--- src/rtl/vga_pkg.sv ---
// Shared types and constants for the VGA capture block: FSM states and the
// geometry of the fixed 128x128 capture window.
package vga_pkg;

  typedef enum logic [1:0] {
    SEARCH = 2'd0,
    ARM    = 2'd1,
    LOCKED = 2'd2
  } state_t;

  localparam int WIN_SIZE = 128;
  localparam int ADDR_W   = 14;
  localparam int CNT_W    = 11;
  localparam int WR_CNT_W = 15;

  localparam logic [CNT_W-1:0]    CNT_MAX    = '1;
  localparam logic [WR_CNT_W-1:0] WIN_PIXELS = WR_CNT_W'(WIN_SIZE * WIN_SIZE);

endpackage

--- src/rtl/vga_sync_counter.sv ---
// Rising-edge detector on a sync input plus an 11-bit saturating counter that
// restarts on that edge and otherwise advances whenever i_inc is high.
module vga_sync_counter
  import vga_pkg::*;
(
  input  logic        clk,
  input  logic        rstNeg,
  input  logic        i_sync,
  input  logic        i_inc,
  output logic        o_rise,
  output logic [10:0] o_cnt
);

  logic        r_sync_d;
  logic [10:0] r_cnt;

  assign o_rise = i_sync & ~r_sync_d;
  assign o_cnt  = r_cnt;

  // NOTE: state updates are non-blocking so every reader sees pre-edge values.
  always_ff @(posedge clk or negedge rstNeg) begin
    if (!rstNeg) begin
      r_sync_d <= 1'b0;
      r_cnt    <= '0;
    end else begin
      r_sync_d <= i_sync;
      if (o_rise)
        r_cnt <= '0;
      else if (i_inc && (r_cnt != CNT_MAX))
        r_cnt <= r_cnt + 11'd1;
    end
  end

endmodule

--- src/rtl/vga_capture.sv ---
// Captures a fixed 128x128 window of a VGA pixel stream into a frame buffer
// once the sync timing is accepted. Define VGA_CAPTURE_MEASURE_EN to measure
// line/frame length and require a stable frame length before locking.
module vga_capture
  import vga_pkg::*;
#(
  parameter int H_BLANK  = 184,
  parameter int H_ACTIVE = 800,
  parameter int V_BLANK  = 29,
  parameter int V_ACTIVE = 600,
  parameter int WIN_X0   = 65,
  parameter int WIN_Y0   = 100
) (
  input  logic        clk,
  input  logic        rstNeg,
  input  logic        hsync_in,
  input  logic        vsync_in,
  input  logic [23:0] rgb_in,
  output logic        wr_en,
  output logic [13:0] wr_addr,
  output logic [23:0] wr_data,
  output logic        locked,
  output logic        frame_done,
  output logic [10:0] line_len,
  output logic [10:0] frame_len
);

  localparam logic [10:0] X_LO  = 11'(H_BLANK);
  localparam logic [10:0] X_HI  = 11'(H_BLANK + H_ACTIVE - 1);
  localparam logic [10:0] Y_LO  = 11'(V_BLANK);
  localparam logic [10:0] Y_HI  = 11'(V_BLANK + V_ACTIVE - 1);
  localparam logic [10:0] WX_LO = 11'(WIN_X0);
  localparam logic [10:0] WX_HI = 11'(WIN_X0 + WIN_SIZE - 1);
  localparam logic [10:0] WY_LO = 11'(WIN_Y0);
  localparam logic [10:0] WY_HI = 11'(WIN_Y0 + WIN_SIZE - 1);

  logic        w_hs_rise, w_vs_rise;
  logic [10:0] w_x_cnt, w_y_cnt, w_xpos, w_ypos;
  logic [6:0]  w_xoff, w_yoff;
  logic        w_active, w_in_win, w_capture, w_lost, w_lock_ok;
  state_t      r_state, w_next_state;

  logic        r_wr_en, r_frame_done;
  logic [13:0] r_wr_addr;
  logic [23:0] r_wr_data;
  logic [14:0] r_wr_cnt;

  vga_sync_counter u_hcnt (
    .clk    (clk),
    .rstNeg (rstNeg),
    .i_sync (hsync_in),
    .i_inc  (1'b1),
    .o_rise (w_hs_rise),
    .o_cnt  (w_x_cnt)
  );

  vga_sync_counter u_vcnt (
    .clk    (clk),
    .rstNeg (rstNeg),
    .i_sync (vsync_in),
    .i_inc  (w_hs_rise),
    .o_rise (w_vs_rise),
    .o_cnt  (w_y_cnt)
  );

  assign w_xpos   = w_x_cnt - X_LO;
  assign w_ypos   = w_y_cnt - Y_LO;
  assign w_active = (w_x_cnt >= X_LO) && (w_x_cnt <= X_HI) &&
                    (w_y_cnt >= Y_LO) && (w_y_cnt <= Y_HI);
  assign w_in_win = w_active && (w_xpos >= WX_LO) && (w_xpos <= WX_HI) &&
                    (w_ypos >= WY_LO) && (w_ypos <= WY_HI);
  assign w_xoff   = 7'(w_xpos - WX_LO);
  assign w_yoff   = 7'(w_ypos - WY_LO);

  // A saturated counter that is being restarted this very cycle is not a loss.
  assign w_lost = ((w_x_cnt == CNT_MAX) && !w_hs_rise) ||
                  ((w_y_cnt == CNT_MAX) && !w_vs_rise);

`ifdef VGA_CAPTURE_MEASURE_EN
  localparam logic [10:0] FRAME_MIN = 11'(V_BLANK + V_ACTIVE);

  logic [10:0] r_line_len, r_frame_len;
  logic [10:0] w_frame_meas;

  assign w_frame_meas = w_y_cnt + 11'd1;

  always_ff @(posedge clk or negedge rstNeg) begin
    if (!rstNeg) begin
      r_line_len  <= '0;
      r_frame_len <= '0;
    end else begin
      if (w_hs_rise) r_line_len  <= w_x_cnt + 11'd1;
      if (w_vs_rise) r_frame_len <= w_frame_meas;
    end
  end

  // Lock only on two consecutive equal frame lengths covering the active area.
  assign w_lock_ok = (w_frame_meas == r_frame_len) && (w_frame_meas >= FRAME_MIN);
  assign line_len  = r_line_len;
  assign frame_len = r_frame_len;
`else
  assign w_lock_ok = 1'b1;
  assign line_len  = '0;
  assign frame_len = '0;
`endif

  always_ff @(posedge clk or negedge rstNeg) begin
    if (!rstNeg) r_state <= SEARCH;
    else         r_state <= w_next_state;
  end

  // NOTE: default assignment first so no path through this block infers a latch.
  always_comb begin
    w_next_state = r_state;
    if (w_lost) begin
      w_next_state = SEARCH;
    end else begin
      case (r_state)
        SEARCH:  if (w_vs_rise) w_next_state = ARM;
        ARM:     if (w_vs_rise && w_lock_ok) w_next_state = LOCKED;
        LOCKED:  w_next_state = LOCKED;
        default: w_next_state = SEARCH;
      endcase
    end
  end

  always_comb begin
    locked    = (r_state == LOCKED);
    w_capture = w_in_win && (r_state == LOCKED);
  end

  always_ff @(posedge clk or negedge rstNeg) begin
    if (!rstNeg) begin
      r_wr_en      <= 1'b0;
      r_wr_addr    <= '0;
      r_wr_data    <= '0;
      r_wr_cnt     <= '0;
      r_frame_done <= 1'b0;
    end else begin
      r_wr_en <= w_capture;
      if (w_capture) begin
        r_wr_addr <= {w_yoff, w_xoff};
        r_wr_data <= rgb_in;
      end
      if (w_vs_rise)      r_wr_cnt <= '0;
      else if (w_capture) r_wr_cnt <= r_wr_cnt + 15'd1;
      r_frame_done <= w_vs_rise && (r_state == LOCKED) && (r_wr_cnt == WIN_PIXELS);
    end
  end

  assign wr_en      = r_wr_en;
  assign wr_addr    = r_wr_addr;
  assign wr_data    = r_wr_data;
  assign frame_done = r_frame_done;

endmodule

--- config.mk ---
export PLATFORM = sky130hd
export DESIGN_NAME = vga_capture
export DESIGN_NICKNAME = d
export VERILOG_FILES = /design/src/rtl/vga_pkg.sv /design/src/rtl/vga_sync_counter.sv /design/src/rtl/vga_capture.sv
export SDC_FILE = /design/constraint.sdc
export NUM_CORES = 1
export LEC_CHECK = 0
export BUFFER_PORTS_ARGS = -buffer_cell sky130_fd_sc_hd__buf_2
export CORE_UTILIZATION = 50
export CTS_CLUSTER_DIAMETER = 100
export DETAILED_ROUTE_END_ITERATION = 6
export PLACE_DENSITY = 0.88
export SLEW_MARGIN = 0
export SYNTH_ARGS = -nofsm -noshare
export SYNTH_HDL_FRONTEND = slang
export SYNTH_SLANG_ARGS = --single-unit
export TNS_END_PERCENT = 5
--- constraint.sdc ---
create_clock -name clk -period 2.9 [get_ports clk]
set_input_delay 0.145 -clock clk [delete_from_list [all_inputs] [get_ports clk]]
set_output_delay 0.145 -clock clk [all_outputs]
set_load 0.1 [all_outputs]
---- After elaboration in Yosys (flattened, before gate mapping) ----
Index checks and enable logic that the tools add are counted.
W data, S select, Z words.
cells by class
  add/subtract/negate cells ............... 7
  order comparisons ....................... 8
  equality and inequality tests ........... 9
  multiplexer cells ....................... 10
  bitwise gates (word level) .............. 4
  reduce and logical (&&, ||, !) cells .... 21
operator list
  operator                 count
  $mux W11                 4
  $mux W15                 2
  $add A11 B1 Y11 const B  2
  $eq A11 B11 Y1 const B   2
  $ge A11 B7 Y1 const B    2
  $le A11 B10 Y1 const B   2
  $le A11 B8 Y1 const B    2
  $ne A11 B11 Y1 const B   2
  $add A15 B1 Y15 const B  1
  $eq A15 B15 Y1 const B   1
  $sub A7 B7 Y7 const B    2
  $logic_and A1 B1 Y1      13
  $ge A11 B5 Y1 const B    1
  $ge A11 B8 Y1 const B    1
  $sub A11 B5 Y11 const B  1
  $sub A11 B8 Y11 const B  1
  $mux W2                  3
  $ne A3 B3 Y1 const B     2
  $pmux W2 S3              1
  $reduce_bool A2 Y1       3
  $and A1 B1 Y1            2
  $eq A2 B1 Y1 const B     1
  $eq A2 B2 Y1 const B     1
  $logic_not A1 Y1         2
  other kinds (4)          5
word-level totals
  bits in registers ....................... 81
  output and inout port bits .............. 63

---- Depth between registers and ports, before layout ----
Gate-level depths: netlist of run 1.
  depth in word-level cells ............... 11
  gate-level depth with buffers ........... 13
  mapped depth without buffers ............ 10

---- By module ----
A second synthesis of run 1 with hierarchy kept.
second synthesis, totals
  cell total of the unflattened synthesis .. 476
  area, all modules ....................... 4682.0 µm²
by module, submodules not included
  module            times used  cells an instance  area an instance (µm²)
  vga_capture       1           356                3423.3
  vga_sync_counter  2           60                 629.4

---- Worst setup path before layout of run 1 ----
Ideal clock, no wire load.
  path kind ............................... register to register
  from .................................... register u_vcnt.r_cnt[0] (netlist: u_vcnt.o_cnt[0])
  to ...................................... register r_wr_data[0] (netlist: wr_data[0])
  library setup time ...................... 0.126 ns
  data arrival time ....................... 2.832 ns
  path slack .............................. -0.058 ns
  stages on the path, launching flop included .. 12
  clock period less this slack ............ 2.958 ns
  path through ............................ dfrtp_1 -> clkbuf_1 -> inv_1 -> ha_1 -> xnor2_1 -> ha_1 -> and2_0 -> o2bb2ai_1 -> a311o_1 -> o2111ai_4 -> buf_6 -> mux2_2
on the way
  cells in the longest elaborated chain, start to end .. 8
  elaborated cells between the ends (all ways) .. 12
  classes of those cells .................. add/sub: 1; order compare: 4; reduce/logical: 7
RTL lines
  element                                                                  RTL line                source
  start: declaration                                                       vga_sync_counter.sv:15  logic [10:0] r_cnt;
  start signal: assignment                                                 vga_sync_counter.sv:30  r_cnt <= r_cnt + 11'd1;
  parallel branches: the longest is 6 deep, another holds $sub A11 B5 Y11  --
  $logic_and A1 B1 Y1 *                                                    vga_capture.sv:71       (w_ypos >= WY_LO) && (w_ypos <= WY_HI);
  $logic_and A1 B1 Y1 *                                                    vga_capture.sv:129      w_capture = w_in_win && (r_state == LOCKED);
  end signal: assignment                                                   vga_capture.sv:143      r_wr_data <= rgb_in;
  end: declaration                                                         vga_capture.sv:45       logic [23:0] r_wr_data;
Mark *: on every way between the ends.
A chain may end at the register's enable or synchronous reset.

---- Final worst setup path of run 1 ----
  from .................................... register u_vcnt.r_cnt[1] (netlist: u_vcnt.o_cnt[1])
  to ...................................... register r_wr_cnt[5]
on the way
  cells in the longest elaborated chain, start to end .. 9
  elaborated cells between the ends (all ways) .. 13
  classes of those cells .................. add/sub: 1; order compare: 4; reduce/logical: 8
RTL lines
  element                                                                  RTL line            source
  parallel branches: the longest is 6 deep, another holds $sub A11 B5 Y11  --
  $logic_and A1 B1 Y1 *                                                    vga_capture.sv:71
  $logic_and A1 B1 Y1 *                                                    vga_capture.sv:129
  $reduce_bool A2 Y1 (no source line) *                                    --
  end signal: assignment                                                   vga_capture.sv:146  else if (w_capture) r_wr_cnt <= r_wr_cnt + 15'd1;
  end: declaration                                                         vga_capture.sv:46   logic [14:0] r_wr_cnt;
Marked as above.

==> summary.log, run 1 <==
qor: synth.post_synth_instance_area 4530 µm²
qor: pwr.report.power.total 3.06 mW
qor: finish.insertedDiodeCount 0
qor: setup_path.crit_path_max_fanout 23
qor: routing.ant_nets 0
qor: finish.design_area 5380 µm²
qor: die.start_util 0.517
qor: clocking.clk_latency 370 ps
qor: setup_path.path_cells inv_1, ha_4, nand4b_4, a21oi_1, nand4b_1, nor4_4, o2111ai_4, buf_12, or4_1, a21oi_1
qor: timing.final_period_minus_worst_setup_slack 2860 ps
qor: synth.proportion_of_netlist_area_held_by_the_largest_area_contributor 0.448
qor: worst_hold_path.worstHoldPathCells 2
qor: routing.remaining_drc_errors 0
qor: global_route.grt_first_pass_wirelength 17.1 mm
qor: setup_path.worstSetupPathDepth 10
qor: routing.route.vias.total 3,711
qor: setup_path.worst-path-buf-inv 2
qor: die.floorplan.die.height 97.2 µm
qor: setup_path.critical_path.max_stage_delay 510 ps
qor: synth.netlist_top_cells_area sky130_fd_sc_hd__dfrtp_1 45%, sky130_fd_sc_hd__ha_1 5.5%, sky130_fd_sc_hd__mux2_2 5.0%
qor: setup_path.timing.critical_path.slowest_stage_cell sky130_fd_sc_hd__or4_1
qor: finish.finalNetCount 593
qor: global_route.first_global_vias 3,633
qor: setup_path.worst_r2r_path_depth 10
qor: run.timing.max_cap.violations 0
qor: synth.synth.avg_cell_area 9.98 µm²
qor: synth.synthDominantAreaCellType sky130_fd_sc_hd__dfrtp_1
qor: setup_path.timing.critical_path.required 3190 ps
qor: timing.number_of_max_slew_violations_in_the_final_report 0
qor: die.core 8760 µm²
qor: timing.worst_clock_skew 12.8 ps
qor: global_route.globalRoute.totalOverflow 0
qor: status.run_status complete, no violations
qor: place.postPlaceCellArea 4940 µm²
qor: synth.flip_flop_and_latch_count_after_synthesis 81
qor: clocking.tritoncts_num_sinks 81
qor: timing.setup_viol_count_final 0
qor: clocking.cts_made_buffers 9
qor: routing.drt_pre_antenna_iters 6
qor: timing.finalHoldViolations 0
qor: finish.num-fill-cells 683
qor: timing.timing.final.crit_share 0.987
qor: synth.synth.lib_cells_used.distinct 55
qor: setup_path.start_kind flip-flop
qor: synth.synth_async_sr_flop_share 1.00
qor: synth.synth_top_flop_cell sky130_fd_sc_hd__dfrtp_1
qor: setup_path.timing.critical_path.arrival 3150 ps
qor: global_route.grtUsageTotal 0.223
qor: setup_path.worst_path_most_repeated_cell sky130_fd_sc_hd__a21oi_1
qor: timing.maxClockFrequency 349 MHz
qor: timing.least_margin_pin_slew 1010 ps
qor: synth.synth_cells 454
qor: routing.viasPerCell 5.64
qor: routing.drt-total-wl 10.6 mm
qor: finish.share_of_the_core_filled_with_cells 0.614
qor: timing.slew_headroom 0.327
qor: global_route.grt_antenna_before_repair 0
qor: clocking.htree_num_levels 3
qor: clocking.tritoncts done
qor: place.gp_routability_congestion 0.887
qor: place.numPortBuffers 68
qor: setup_path.critPathKind reg2reg
qor: pwr.power_density 569 nW/µm²
qor: global_route.grt_start_max_net_pins 82
qor: timing.layout_setup_ws 38.6 ps
qor: synth.post-synth-top-count-cell sky130_fd_sc_hd__dfrtp_1
qor: clocking.cts.root.buffer_cell sky130_fd_sc_hd__clkbuf_8
qor: pwr.power.leakage 2.50 nW
qor: synth.top_post_synthesis_cells_by_count 81 x sky130_fd_sc_hd__dfrtp_1, 40 x sky130_fd_sc_hd__nor2_1, 33 x sky130_fd_sc_hd__nand2_1
qor: place.dp_hpwl 6.90 mm
qor: setup_path.end_kind flip-flop
qor: die.rows 34
qor: finish.synthToLayoutAreaGrowth 18.7%
qor: clocking.clk_pin_slew_worst_paths 100 ps
qor: synth.synth.yosys.seq_area_share 0.448
qor: setup_path.crit_family simple AND/OR/NAND/NOR gates
qor: die.floorplan.die.width 97.2 µm
qor: synth.edff_count_synth 0
qor: die.io_pins 91
qor: worst_hold_path.holdCritPathClass in2reg
qor: synth.yosys_warnings 0
qor: timing.rsz0062_at_grt true
qor: routing.initialDrtViolationCount 297
qor: place.placement.setup.worst_slack 80.0 ps
qor: routing.wl_per_cell 16.0 µm
qor: die.floorplan.die_area 9440 µm²
qor: finish.final_layout_size_suffix_gt1_frac 0.253
qor: clocking.cts.path.max_buffers 2
qor: pwr.vdd_ir_drop_max 0.359 mV
-- worst register-to-register path: cells and delay by family, from the launching register on --
kind                       cells  cell delay [ps]
and+or+nand+nor                4             1350
AOI/OAI and AO/OA              3              490
DFF                            1              380
buffers and inverters          2              370
adders and majority gates      1              190
-- what timing repair did --
| action | 4_1_cts | 5_1_grt |
|---|---|---|
| setup buffers | 0 | 3 |
| resized for setup | 0 | 13 |
| setup endpoints to repair | 0 | 33 |
| hold endpoints to repair | 66 | 2 |
| hold buffers | 11 | 2 |
-- per-stage QoR --
stage	TNS (ps)	hold WS (ps)	instances
after floorplan	0	-151	475
after global placement	0	279	625
after detailed placement	0	281	625
after CTS	0	0.338	652
after global routing	-358	2.96	658
final	0	3.46	658
-- logic make-up (layout without fill, tap and decap cells) --
logic type	count (synthesis)	after routing	synth area share
other	1	22	0.000828
flip-flops	81	81	0.448
AO/OA/AOI/OAI	78	79	0.108
XOR/XNOR	32	32	0.0619
buffers and inverters	63	137	0.0840
adder cells (fa/ha/maj)	20	20	0.0552
AND/OR/NAND/NOR	152	152	0.176
multiplexers	27	27	0.0666
-- final timing paths --
path	slack (ps)	startpoint	to
hold reg to reg	490	wr_addr[1]	wr_addr[1]
max in group asynchronous	1700	rstNeg	u_hcnt.o_cnt[4]
setup / recovery	40	u_vcnt.o_cnt[1]	r_wr_cnt[5]
setup reg to reg	40	u_vcnt.o_cnt[1]	r_wr_cnt[5]
min in group asynchronous	480	rstNeg	wr_addr[9]
hold / removal	3	rgb_in[13]	wr_data[13]
-- report_power, final --
group,switching [mW],internal (mW)
registers,0.0472,1.19
logic,0.663,0.281
clock network,0.463,0.416
-- area by class of cell --
type | instances | area, µm² | share of cell area
clock buffer | 9 | 124 | 0.0230
clock inverter | 7 | 83.8 | 0.0156
inverter | 18 | 67.6 | 0.0126
multi-input combinational | 332 | 2280 | 0.423
sequential | 81 | 2030 | 0.377
tap | 108 | 135 | 0.0251
timing repair buffer | 103 | 663 | 0.123
-- layer usage --
metal  global-route usage  vias to the layer above  routed length [µm]
li1                     -                     1724                   -
met1                0.272                     1796                4150
met2                0.375                      151                5370
met3               0.0446                       40                 598
met4                0.115                        0                 429
met5                    0                        -                   0
-- cells in the final DEF, fill, tap and decap left out, drive strengths merged, types with 4 or more instances in the layout --
master,netlist,layout
xnor2,21,21
or3,9,9
dfrtp,81,81
xor2,11,11
buf,35,90
nand2,33,33
o31ai,4,4
nor4,7,7
o21ai,32,32
and3,9,9
ha,20,20
dlygate4sd3,0,13
or4,5,5
nor2,40,40
nor2b,4,4
nand4,8,8
nand3,15,15
conb,1,22
nand4b,4,4
mux2,25,25
clkbuf,10,9
a21oi,24,24
inv,18,23
-- registers in the layout, summed over array words and instances (netlist names) --
signal,flops
u_hcnt.o_cnt,11
u_hcnt.r_sync_d,1
frame_done,1
wr_data,24
u_vcnt.o_cnt,11
u_vcnt.r_sync_d,1
wr_en,1
r_state,2
r_wr_cnt,15
wr_addr,14
(Power assumes the default switching activity.)
==> run 2: changes to the inputs <==
Settings changed: CORE_UTILIZATION 50 to 60, PLACE_DENSITY 0.88 to 0.95.
Clock period 2.9 ns to 3.5 ns, I/O delays scaled along.
==> run 2 against run 1 <==
  * The flow now finishes with violations (hold timing)
  * Flip-flop and latch count unchanged
  * Setup slack improved by 190 ps
  * Combinational power fell by 28%
  * Critical path depth is the same
  * Cell area fell by 6.0%
  * Global-route usage rose by 2.2 points
  * Fmax is 12% lower
  * Core utilization up 8.0 points
  * Total power decreased by 21%
  * Clock power is 19% lower
  * Clock skew down 2.3 ps
  * Die area decreased by 16%
==> summary.log, run 2 (synthesis gave the netlist of run 1 again) <==
qor: status.run_status finished, violations left
qor: status.failed_checks hold timing
qor: clocking.htree_num_levels 3 [unchanged]
qor: timing.slew_headroom 0.346 [+0.0188]
qor: clocking.tritoncts done
qor: timing.timing.final.crit_share 0.934 [-0.0525]
qor: pwr.pwr-share-comb 0.279 [-0.030]
qor: routing.route.vias.total 3,463 [-6.7%]
qor: pwr.switching_power 905 µW [-23%]
qor: clocking.clk_latency 360 ps [about the same]
qor: global_route.globalRoute.totalOverflow 0 [unchanged]
qor: pwr.report.power.total 2.43 mW [-21%]
qor: die.floorplan.die.height 88.9 µm [-8.5%]
qor: setup_path.critPathKind reg2reg
qor: finish.largest_reg_flops 24 [unchanged]
qor: routing.ant_nets 0 [unchanged]
qor: die.io_pins 91 [unchanged]
qor: place.postPlaceCellArea 4830 µm² [-2.2%]
qor: pwr.power.leakage 2.36 nW [-5.5%]
qor: die.core 7290 µm² [-17%]
qor: setup_path.timing.critical_path.required 3750 ps [+560 ps]
qor: timing.layout_setup_ws 230 ps [+192 ps]
qor: die.floorplan.die_area 7900 µm² [-16%]
qor: finish.instances_no_fill 623 [-5.3%]
qor: pwr.power.internal 1.52 mW [-19%]
qor: place.dp_hpwl 6.34 mm [-8.1%]
qor: timing.maxClockFrequency 306 MHz [-12%]
qor: global_route.grt_first_pass_wirelength 14.5 mm [-15%]
qor: global_route.grtUsageTotal 0.245 [+0.0216]
qor: setup_path.worst_r2r_path_depth 10 [unchanged]
qor: finish.share_of_the_core_filled_with_cells 0.694 [+0.0799]
qor: routing.initialDrtViolationCount 242 [-19%]
qor: finish.insertedDiodeCount 0 [unchanged]
qor: clocking.cts.path.max_buffers 2 [unchanged]
qor: place.gp_routability_congestion 0.860 [-3.1%]
qor: setup_path.end_kind flip-flop
qor: die.floorplan.die.width 88.9 µm [-8.5%]
qor: clocking.cts.root.buffer_cell sky130_fd_sc_hd__clkbuf_8
qor: setup_path.crit_path_max_fanout 16 [-30%]
qor: timing.final_period_minus_worst_setup_slack 3270 ps [+408 ps]
qor: pwr.power_frac_clock 0.293 [+0.006]
qor: global_route.grt_antenna_before_repair 0 [unchanged]
qor: place.numPortBuffers 68 [unchanged]
qor: setup_path.timing.critical_path.arrival 3520 ps [+370 ps]
qor: worst_hold_path.holdCritPathClass in2async
qor: timing.rsz0062_at_grt false
qor: setup_path.timing.critical_path.slowest_stage_cell sky130_fd_sc_hd__dfrtp_1
qor: routing.wl_per_cell 14.6 µm [-9.2%]
qor: place.placement.setup.worst_slack 292 ps [+212 ps]
qor: clocking.cts_made_buffers 9 [unchanged]
qor: timing.tns 0 ps [unchanged]
qor: pwr.vdd_ir_drop_max 0.445 mV [+24%]
qor: finish.highest_count_cells_in_the_layout_ignoring_fill_and_taps 81 x sky130_fd_sc_hd__dfrtp_1, 67 x sky130_fd_sc_hd__buf_2, 40 x sky130_fd_sc_hd__nor2_1
qor: routing.viasPerCell 5.56 [-1.4%]
qor: timing.setup_viol_count_final 0 [unchanged]
qor: die.rows 31 [-8.8%]
qor: pwr.sequentialPowerShare 0.428 [+0.024]
qor: finish.synthToLayoutAreaGrowth 11.7%
qor: finish.finalNetCount 567 [-4.4%]
qor: finish.layout.cells.most_common sky130_fd_sc_hd__dfrtp_1
qor: place.dp.cells 605 [-3.2%]
qor: clocking.clk_pin_slew_worst_paths 90 ps [about the same]
qor: timing.least_margin_pin_slew 982 ps [-28.3 ps]
qor: clocking.tritoncts_num_sinks 81 [unchanged]
qor: pwr.power_density 480 nW/µm² [-16%]
qor: timing.worst_clock_skew 10.6 ps [-2.26 ps]
qor: setup_path.critical_path.max_stage_delay 510 ps [about the same]
qor: setup_path.path_cells inv_1, ha_1, xnor2_1, ha_1, and2_0, o2bb2ai_1, a311o_1, o2111ai_4, buf_4, mux2_2
qor: clocking.post-cts-setup-buffer-count 0 [unchanged]
qor: setup_path.start_kind flip-flop
qor: finish.design_area 5060 µm² [-6.0%]
qor: routing.drt-total-wl 9.07 mm [-14%]
qor: timing.tightest_hold_margin -45.8 ps [-49.3 ps]
qor: die.start_util 0.621 [+0.104]
qor: setup_path.worst_path_most_repeated_cell sky130_fd_sc_hd__ha_1
qor: routing.drt_pre_antenna_iters 5 [-1]
qor: pwr.switching_share 0.373 [-0.0106]
qor: timing.number_of_max_slew_violations_in_the_final_report 0 [unchanged]
qor: timing.finalHoldViolations 37 [+37]
qor: run.timing.max_cap.violations 0 [unchanged]
qor: global_route.first_global_vias 3,187 [-12%]
qor: global_route.grt_start_max_net_pins 82 [unchanged]
qor: routing.remaining_drc_errors 0 [unchanged]
qor: finish.final_layout_size_suffix_gt1_frac 0.225 [-0.0275]
run 2: cell types whose count changed in the layout (fill, tap and decap cells not counted), sizes merged:
cell | before | now
inv | 23 | 20
clkinvlp | 1 | 0
clkinv | 0 | 2
dlygate4sd3 | 13 | 2
buf | 90 | 76
clkbuf | 9 | 11
o2111ai | 3 | 2
run 2: worst max-delay path: cells and delay by family (launching register included):
family                     cells  cell delay, ps
AOI/OAI and AO/OA              3            1050
DFF                            1             510
adders and majority gates      2             480
buffers and inverters          2             430
muxes                          1             360
xor gates and xnor gates       1             180
and+or+nand+nor                1             150
run 2: worst paths after layout:
kind / from / end / slack [ps]
min reg2reg: wr_addr[3] / wr_addr[3] / 480
min: rstNeg / wr_addr[9] / -50
max in group asynchronous: rstNeg / r_wr_cnt[6] / 2900
max: u_vcnt.o_cnt[1] / wr_data[7] / 230
max reg2reg: u_vcnt.o_cnt[1] / wr_data[7] / 230
min in group clk: rgb_in[3] / wr_data[3] / 20
run 2: layout make-up:
cell class / count / area, µm²
timing repair buffer: 78 / 435
tap: 99 / 124
inverter: 18 / 67.6
multi-input combinational: 331 / 2200
clock inverter: 5 / 61.3
clock buffer: 11 / 141
fill: 542 / 2230
sequential: 81 / 2030
run 2: power by group through the flow:
stage / sequential [mW] / clock [mW] / combinational [mW]
floorplan: 1.14 / 0 / 0.473
global placement: 1.05 / 0 / 0.646
detailed placement: 1.06 / 0 / 0.673
CTS: 1.04 / 0.724 / 0.678
global route: 1.05 / 0.765 / 0.727
finish: 1.04 / 0.711 / 0.676
run 2: repair_timing:
| item | CTS | global route |
|---|---|---|
| gates resized for setup | 0 | 0 |
| endpoints found under the setup margin | 0 | 0 |
| endpoints found under the hold margin | 2 | 0 |
| hold buffers | 2 | 0 |
run 2: routing by layer:
layer,track usage,vias to the layer above,part of all wire
met4,0.104,0,0.020
met3,0.0653,23,0.050
met2,0.403,118,0.50
li1,-,1665,-
met5,0,-,0
met1,0.306,1657,0.43
